===== src/rtl/wb_drain.sv =====
// Write-back buffer drain: walks the buffer in order and sends each valid line to memory as a beat burst.
// Optional WB_TIMEOUT_EN: bounded mem_done wait with sticky err and replay of the latched line.
module wb_drain #(
  parameter int unsigned DEPTH          = 4,
  parameter int unsigned PTR_W          = 2,
  parameter int unsigned BEAT_W         = 32,
  parameter int unsigned BEATS          = 8,
  parameter int unsigned TIMEOUT_CYCLES = 64
) (
  input  logic              clock,
  input  logic              reset,
  input  logic              ent_valid,
  input  logic [26:0]       ent_addr,
  input  logic [255:0]      ent_data,
  output logic [PTR_W-1:0]  rd_ptr,
  output logic              ent_clr,
  output logic              mem_req,
  output logic [31:0]       mem_addr,
  output logic [BEAT_W-1:0] mem_wdata,
  output logic              mem_last,
  input  logic              mem_ready,
  input  logic              mem_done,
  output logic              busy,
  output logic              err
);

  localparam int unsigned CNT_W = (BEATS > 1) ? $clog2(BEATS) : 1;
  localparam logic [CNT_W-1:0] LAST_BEAT = CNT_W'(BEATS - 1);
  localparam logic [PTR_W-1:0] LAST_PTR  = PTR_W'(DEPTH - 1);

  if (DEPTH != (1 << PTR_W) || BEAT_W * BEATS != 256 || TIMEOUT_CYCLES == 0) begin : g_bad_params
    $error("wb_drain: inconsistent parameters");
  end

  typedef enum logic [1:0] {IDLE, SEND, WAIT, CLR} state_t;

  state_t           state;
  logic [CNT_W-1:0] beat;
  logic [CNT_W-1:0] nxt_beat;
  logic [26:0]      line_addr;
  logic [255:0]     line_data;

  assign nxt_beat = beat + 1'b1;

  function automatic logic [31:0] beat_addr(input logic [26:0] a, input logic [CNT_W-1:0] b);
    return {a, 5'b0} + (32'(b) << 2);
  endfunction

  function automatic logic [BEAT_W-1:0] beat_data(input logic [255:0] d, input logic [CNT_W-1:0] b);
    return d[32'(b) * BEAT_W +: BEAT_W];
  endfunction

`ifdef WB_TIMEOUT_EN
  localparam int unsigned TMO_W = (TIMEOUT_CYCLES > 1) ? $clog2(TIMEOUT_CYCLES) : 1;
  localparam logic [TMO_W-1:0] TMO_LAST = TMO_W'(TIMEOUT_CYCLES - 1);
  logic [TMO_W-1:0] tmo_cnt;
`else
  assign err = 1'b0;
`endif

  always_ff @(posedge clock or negedge reset) begin
    if (!reset) begin
      state     <= IDLE;
      rd_ptr    <= '0;
      beat      <= '0;
      ent_clr   <= 1'b0;
      mem_req   <= 1'b0;
      mem_last  <= 1'b0;
      mem_addr  <= '0;
      mem_wdata <= '0;
      busy      <= 1'b0;
      line_addr <= '0;
      line_data <= '0;
`ifdef WB_TIMEOUT_EN
      tmo_cnt   <= '0;
      err       <= 1'b0;
`endif
    end else begin
      ent_clr <= 1'b0;
      case (state)
        IDLE: begin
          // Beat 0 outputs come straight from the entry since the line register loads on this same edge.
          if (ent_valid) begin
            line_addr <= ent_addr;
            line_data <= ent_data;
            beat      <= '0;
            mem_req   <= 1'b1;
            mem_addr  <= beat_addr(ent_addr, '0);
            mem_wdata <= beat_data(ent_data, '0);
            mem_last  <= (LAST_BEAT == '0);
            busy      <= 1'b1;
            state     <= SEND;
          end
        end
        SEND: begin
          if (mem_ready) begin
            beat <= nxt_beat;
            if (beat == LAST_BEAT) begin
              mem_req  <= 1'b0;
              mem_last <= 1'b0;
              state    <= WAIT;
`ifdef WB_TIMEOUT_EN
              tmo_cnt  <= '0;
`endif
            end else begin
              mem_addr  <= beat_addr(line_addr, nxt_beat);
              mem_wdata <= beat_data(line_data, nxt_beat);
              mem_last  <= (nxt_beat == LAST_BEAT);
            end
          end
        end
        WAIT: begin
          if (mem_done) begin
            ent_clr <= 1'b1;
            state   <= CLR;
          end
`ifdef WB_TIMEOUT_EN
          else if (tmo_cnt == TMO_LAST) begin
            err       <= 1'b1;
            beat      <= '0;
            mem_req   <= 1'b1;
            mem_addr  <= beat_addr(line_addr, '0);
            mem_wdata <= beat_data(line_data, '0);
            mem_last  <= (LAST_BEAT == '0);
            state     <= SEND;
          end else begin
            tmo_cnt <= tmo_cnt + 1'b1;
          end
`endif
        end
        CLR: begin
          rd_ptr <= (rd_ptr == LAST_PTR) ? '0 : rd_ptr + 1'b1;
          busy   <= 1'b0;
          state  <= IDLE;
        end
        default: state <= IDLE;
      endcase
    end
  end

endmodule

===== config.mk =====
export PLATFORM = sky130hd
export DESIGN_NAME = wb_drain
export DESIGN_NICKNAME = d
export VERILOG_FILES = /design/src/rtl/wb_drain.sv
export SDC_FILE = /design/constraint.sdc
export NUM_CORES = 1
export LEC_CHECK = 0
export BUFFER_PORTS_ARGS = -buffer_cell sky130_fd_sc_hd__buf_2
export CORE_MARGIN = 4
export CORE_UTILIZATION = 40
export DETAILED_ROUTE_END_ITERATION = 8
export MAX_ROUTING_LAYER = met4
export SETUP_SLACK_MARGIN = 0.02
export SLEW_MARGIN = 40
export SYNTH_ARGS = -nofsm -noshare
export SYNTH_HDL_FRONTEND = slang
export SYNTH_SLANG_ARGS = --single-unit

===== constraint.sdc =====
create_clock -name clock -period 2.36 [get_ports clock]
set_clock_uncertainty 0.2 [all_clocks]
set_input_delay 0.118 -clock clock [delete_from_list [all_inputs] [get_ports clock]]
set_output_delay 0.118 -clock clock [all_outputs]
set_load 0.1 [all_outputs]

# After elaboration in Yosys (flattened, before gate mapping)
# Cells that the tools add are included.
op_classes:
  add_sub_neg: 3
  n_eq_ne: 11
  n_shift: 1
  n_mux: 28
  reduce_logical: 9
op_table:
  columns: ["operator", "n"]
  rows:
  - ["$shiftx 256x9->32", 1]
  - ["$mux 32", 6]
  - ["$pmux 32 s2", 2]
  - ["$add 32x5->32", 1]
  - ["$reduce_and 4->1", 3]
  - ["$mux 2", 5]
  - ["$ne 2x2->1 const B", 5]
  - ["$mux 1", 8]
  - ["$pmux 2 s4", 1]
  - ["$eq 2x2->1 const B", 3]
  - ["$eq 3x3->1 const B", 2]
  - ["$mux 3", 2]
  - ["$pmux 1 s2", 3]
  - ["$pmux 3 s2", 1]
  - ["$reduce_and 2->1", 2]
  - ["$reduce_bool 2->1", 2]
  - ["$add 3x1->3 const B", 1]
  - ["$reduce_and 3->1", 1]
  - ["$add 2x1->2 const B", 1]
  - ["$eq 2x1->1 const B", 1]
  - ["$logic_not 2->1", 1]
word_totals:
  regBits: 358
  inputBits: 288
  out_inout_bits: 71

# Depth between registers and ports, before layout
logic_depth:
  ltp_word: 5
  depth_mapped: 10
  mapped_depth_nobuf: 6

# Least setup slack after synthesis
# OpenSTA, ideal clock, no wires.
synth_timing:
  kind: "register to register"
  from: "register beat[0]"
  to: "register mem_wdata[0]"
  setup_ns: 0.120
  arrival_ns: 2.125
  required_ns: 2.040
  slack_ns: -0.085
  path_stages_with_launch: 11
  synth_period_minus_slack_ns: 2.445
  cell_sequence: "dfrtp_1 > buf_6 > buf_6 > inv_1 > ha_1 > buf_2 > buf_2 > mux4_2 > mux2i_1 > a211oi_1 > a21o_1"
synth_via:
  elab_chain_len: 5
  elab_cells_between_ends: 8
synth_rtl:
  columns: ["element", "line", "text"]
  rows:
  - ["start, declared", "38", "logic [CNT_W-1:0] beat;"]
  - ["start signal, assigned", "97", "beat <= nxt_beat;"]
  - ["$add 3x1->3", "43", "assign nxt_beat = beat + 1'b1;"]
  - ["$shiftx 256x9->32", "50", "return d[32'(b) * BEAT_W +: BEAT_W];"]
  - ["$mux 32", "98", "if (beat == LAST_BEAT) begin"]
  - ["$mux 32", "96", "if (mem_ready) begin"]
  - ["$pmux 32 s2", "80", "case (state)"]
  - ["end signal, assigned", "89", "mem_wdata <= beat_data(ent_data, '0);"]
  - ["end signal, assigned", "107", "mem_wdata <= beat_data(line_data, nxt_beat);"]
  - ["end, declared", "19", "output logic [BEAT_W-1:0] mem_wdata,"]
# Several ways; a longest one is shown, not always the timed one. The select of a mux whose other input is x is not followed.
# A chain may end at the register's enable or synchronous reset.

# Final worst setup path
layout_timing:
  from: "register beat[0]"
  to: "register mem_wdata[8]"
# The elaborated chain is that of the path after synthesis.

==> results.py <==
metrics = {
    "floorplanning": {
        "io_pins": 359,
        "die_area_sq_um": 42700,
        "row_count": 72,
        "core_sq_um": 38800,
        "fp.dieW_microns": 207,
        "initial_core_util_pct": 40.7,
        "die_h_microns": 207,
    },
    "logic_synthesis": {
        "yosysUniqueCellTypes": 30,
        "synth_area_sq_um": 15800,
        "yosys_warnings": 0,
        "netlist_instances": 1043,
        "synth_edf_count": 0,
        "avgSynthCellArea_sq_um": 15.1,
        "async_reset_ff_share_pct": 100,
        "ys_seq_area_share_pct": 56.4,
        "ys.flop_type": "dfrtp_1",
        "ys_ff_latch": 356,
    },
    "pwr": {
        "power_leakage_nw": 10.3,
        "swShare_pct": 39.3,
        "clkPwrFrac_pct": 19.0,
        "power.switching_mw": 12.6,
        "power.density_nw_per_um2": 1420,
        "ir_worst_vdd_uv": 824,
        "intPower_mw": 19.5,
        "combPwrFrac_pct": 47.2,
        "p_seq_share_pct": 33.8,
    },
    "drt": {
        "wl_per_cell_microns": 19.6,
        "firstDrtPassIters": 6,
        "finalWirelength_microns": 44100,
        "drt_iter0_markers": 431,
        "final_antenna_net_count": 0,
        "via_count": 11145,
        "drc": 0,
        "vias_per_cell": 4.96,
    },
    "placement": {
        "gp_congestion": 0.821,
        "hpwl_microns": 29000,
        "io_buffers": 355,
    },
    "clock_tree": {
        "clk_latency_ns": 0.54,
        "htreeDepth": 2,
        "cts_buffers": 41,
        "cts_tree": "yes",
        "clock_path_buffers": 3,
        "path_clk_slew_ns": 0.06,
        "cts_sinks": 356,
        "cts-root-buf": "clkbuf_16",
    },
    "timing": {
        "clock.fmax_ghz": 0.443,
        "final-hold-violation-count": 0,
        "maxSlewViolCount": 0,
        "tightest_slew_ns": 0.584,
        "finalCritPeriodShare_pct": 95.7,
        "rsz0062_at_grt": "no",
        "period_needed_ns": 2.26,
        "slew_headroom_pct": 61.1,
        "final-setup-viol-count": 0,
        "tns_ns": 0,
    },
    "global_routing": {
        "antenna_found_initial": 11,
        "grt.total_usage_pct": 21.1,
        "grt_pass1_wl_microns": 67900,
        "grt-ovfl-total": 0,
        "grt_max_degree": 63,
        "grt_pass1_vias": 12131,
    },
    "status": {
        "outcome": "complete, no violations",
    },
    "hold_path": {
        "hold_class": "in2reg",
    },
    "finish": {
        "mostFrequentLayoutCells": "dfrtp_1 (355), buf_2 (354), dlygate4sd3_1 (288)",
        "areaGrowthSynthToFinish_pct": 43.5,
        "drive_above_1_share_pct": 47.2,
        "final_common_cell": "dfrtp_1",
        "fin_util_pct": 58.4,
        "final_nets": 1993,
    },
    "critical_path": {
        "crit_path_start_kind": "flip-flop",
        "path_max_fanout": 13,
        "required_ns": 2.58,
        "critPathKind": "reg2reg",
        "cp-end-kind": "flip-flop",
        "worstPathArrival_ns": 2.47,
    },
    "run": {
        "max_cap_violations": 0,
    },
}
==> Yosys cell counts (2+ instances only) <==
cell      count  share of area [%]
dfrtp_1     356                 56
mux2_2      285                 20
mux4_2       63                9.0
mux2i_1      62                3.9
buf_2        49                1.6
nand2_1      34               0.81
a21o_1       33                1.6
nor2_1       33               0.78
a211oi_1     32                1.5
o21ai_1      30               0.95
clkbuf_1     15               0.36
ha_1          9               0.71
buf_4         8               0.38
inv_1         6               0.14
o21ai_0       4               0.13
a21oi_1       3              0.095
nand2b_1      3               0.12
o31ai_1       3               0.14
buf_12        2               0.25
buf_6         2               0.14
buf_8         2               0.19
==> critical path, stage by stage, from the launching register on <==
cell and delay [ns]:
dfrtp_4 0.51, ha_1 0.21, ha_2 0.49, buf_12 0.23, mux2i_1 0.22, a211oi_1 0.10
a21o_1 0.17
==> state kept, by name (all words and copies together), names as in the netlist, 2 cells and up <==
| signal | cells |
|---|---|
| mem_wdata | 32 |
| beat | 3 |
| line_data | 256 |
| rd_ptr | 2 |
| mem_addr | 30 |
| line_addr | 27 |
| state | 2 |
==> stage by stage <==
| stage | cell area [sq um] | instances | total power [mW] | setup slack (ns) | hold slack, ns |
|---|---|---|---|---|---|
| 2_1_floorplan | 15800 | 1045 | 22.4 | 0.0250 | -0.378 |
| 3_3_place_gp | 18500 | 1882 | 25.5 | 0.0519 | -0.0710 |
| 3_5_place_dp | 18500 | 1882 | 25.8 | 0.00894 | -0.0641 |
| 4_1_cts | 22600 | 2237 | 32.4 | 0.0264 | 0.102 |
| 5_1_grt | 22700 | 2249 | 34.0 | 0.00310 | 0.132 |
| 6_report | 22700 | 2249 | 32.2 | 0.102 | 0.148 |
==> final timing paths <==
path                               startpoint        endpoint  slack (ns)  cells after the start
max in group asynchronous               reset   line_data[23]        0.72                      4
worst min-delay path            ent_data[249]  line_data[249]        0.15                      3
worst min register to register   mem_wdata[3]    mem_wdata[3]        0.27                      1
worst max-delay path                  beat[0]    mem_wdata[8]        0.10                      6
min in group asynchronous               reset   mem_wdata[11]        0.46                      3
worst max register to register        beat[0]    mem_wdata[8]        0.10                      6
==> what timing repair did <==
item	CTS	global route
setup endpoints to repair	7	56
hold endpoints to repair	706	0
hold buffers	288	0
gates resized for setup	1	1
buffers inserted	0	1
pin swaps	0	1
==> cell type report <==
| type | count | area [sq um] |
|---|---|---|
| clock buffers | 58 | 1180 |
| repair buffers | 686 | 5330 |
| fillers | 3033 | 16200 |
| diodes | 11 | 27.5 |
| multi-input cells | 605 | 6460 |
| flip-flops and latches | 356 | 8910 |
| clock inverters | 9 | 98.8 |
| well taps | 518 | 648 |
| inverters | 6 | 22.5 |
==> power by group through the flow <==
stage	logic [mW]	clock network, mW	registers (mW)
after global placement	14.6	0	10.9
after floorplan	8.17	0	14.2
after detailed placement	14.9	0	10.9
after global routing	16.3	6.54	11.2
final	15.2	6.12	10.9
after CTS	15.3	6.30	10.9
==> cell families after synthesis <==
kind of cell / share of synthesized area [%]
compound gates: 4.53
fa+ha+maj: 0.713
buf+inv: 3.02
flops: 56.4
mux: 33.5
other cells: 0.0237
simple gates: 1.88
==> per-layer routing <==
| metal | part of all wire, % | global-route usage (%) |
|---|---|---|
| met1 | 42 | 27.0 |
| met2 | 49 | 34.0 |
| met3 | 5.9 | 4.45 |
| met4 | 2.7 | 6.89 |
| met5 | 0 | - |
Power figures use the tool's default switching activity.
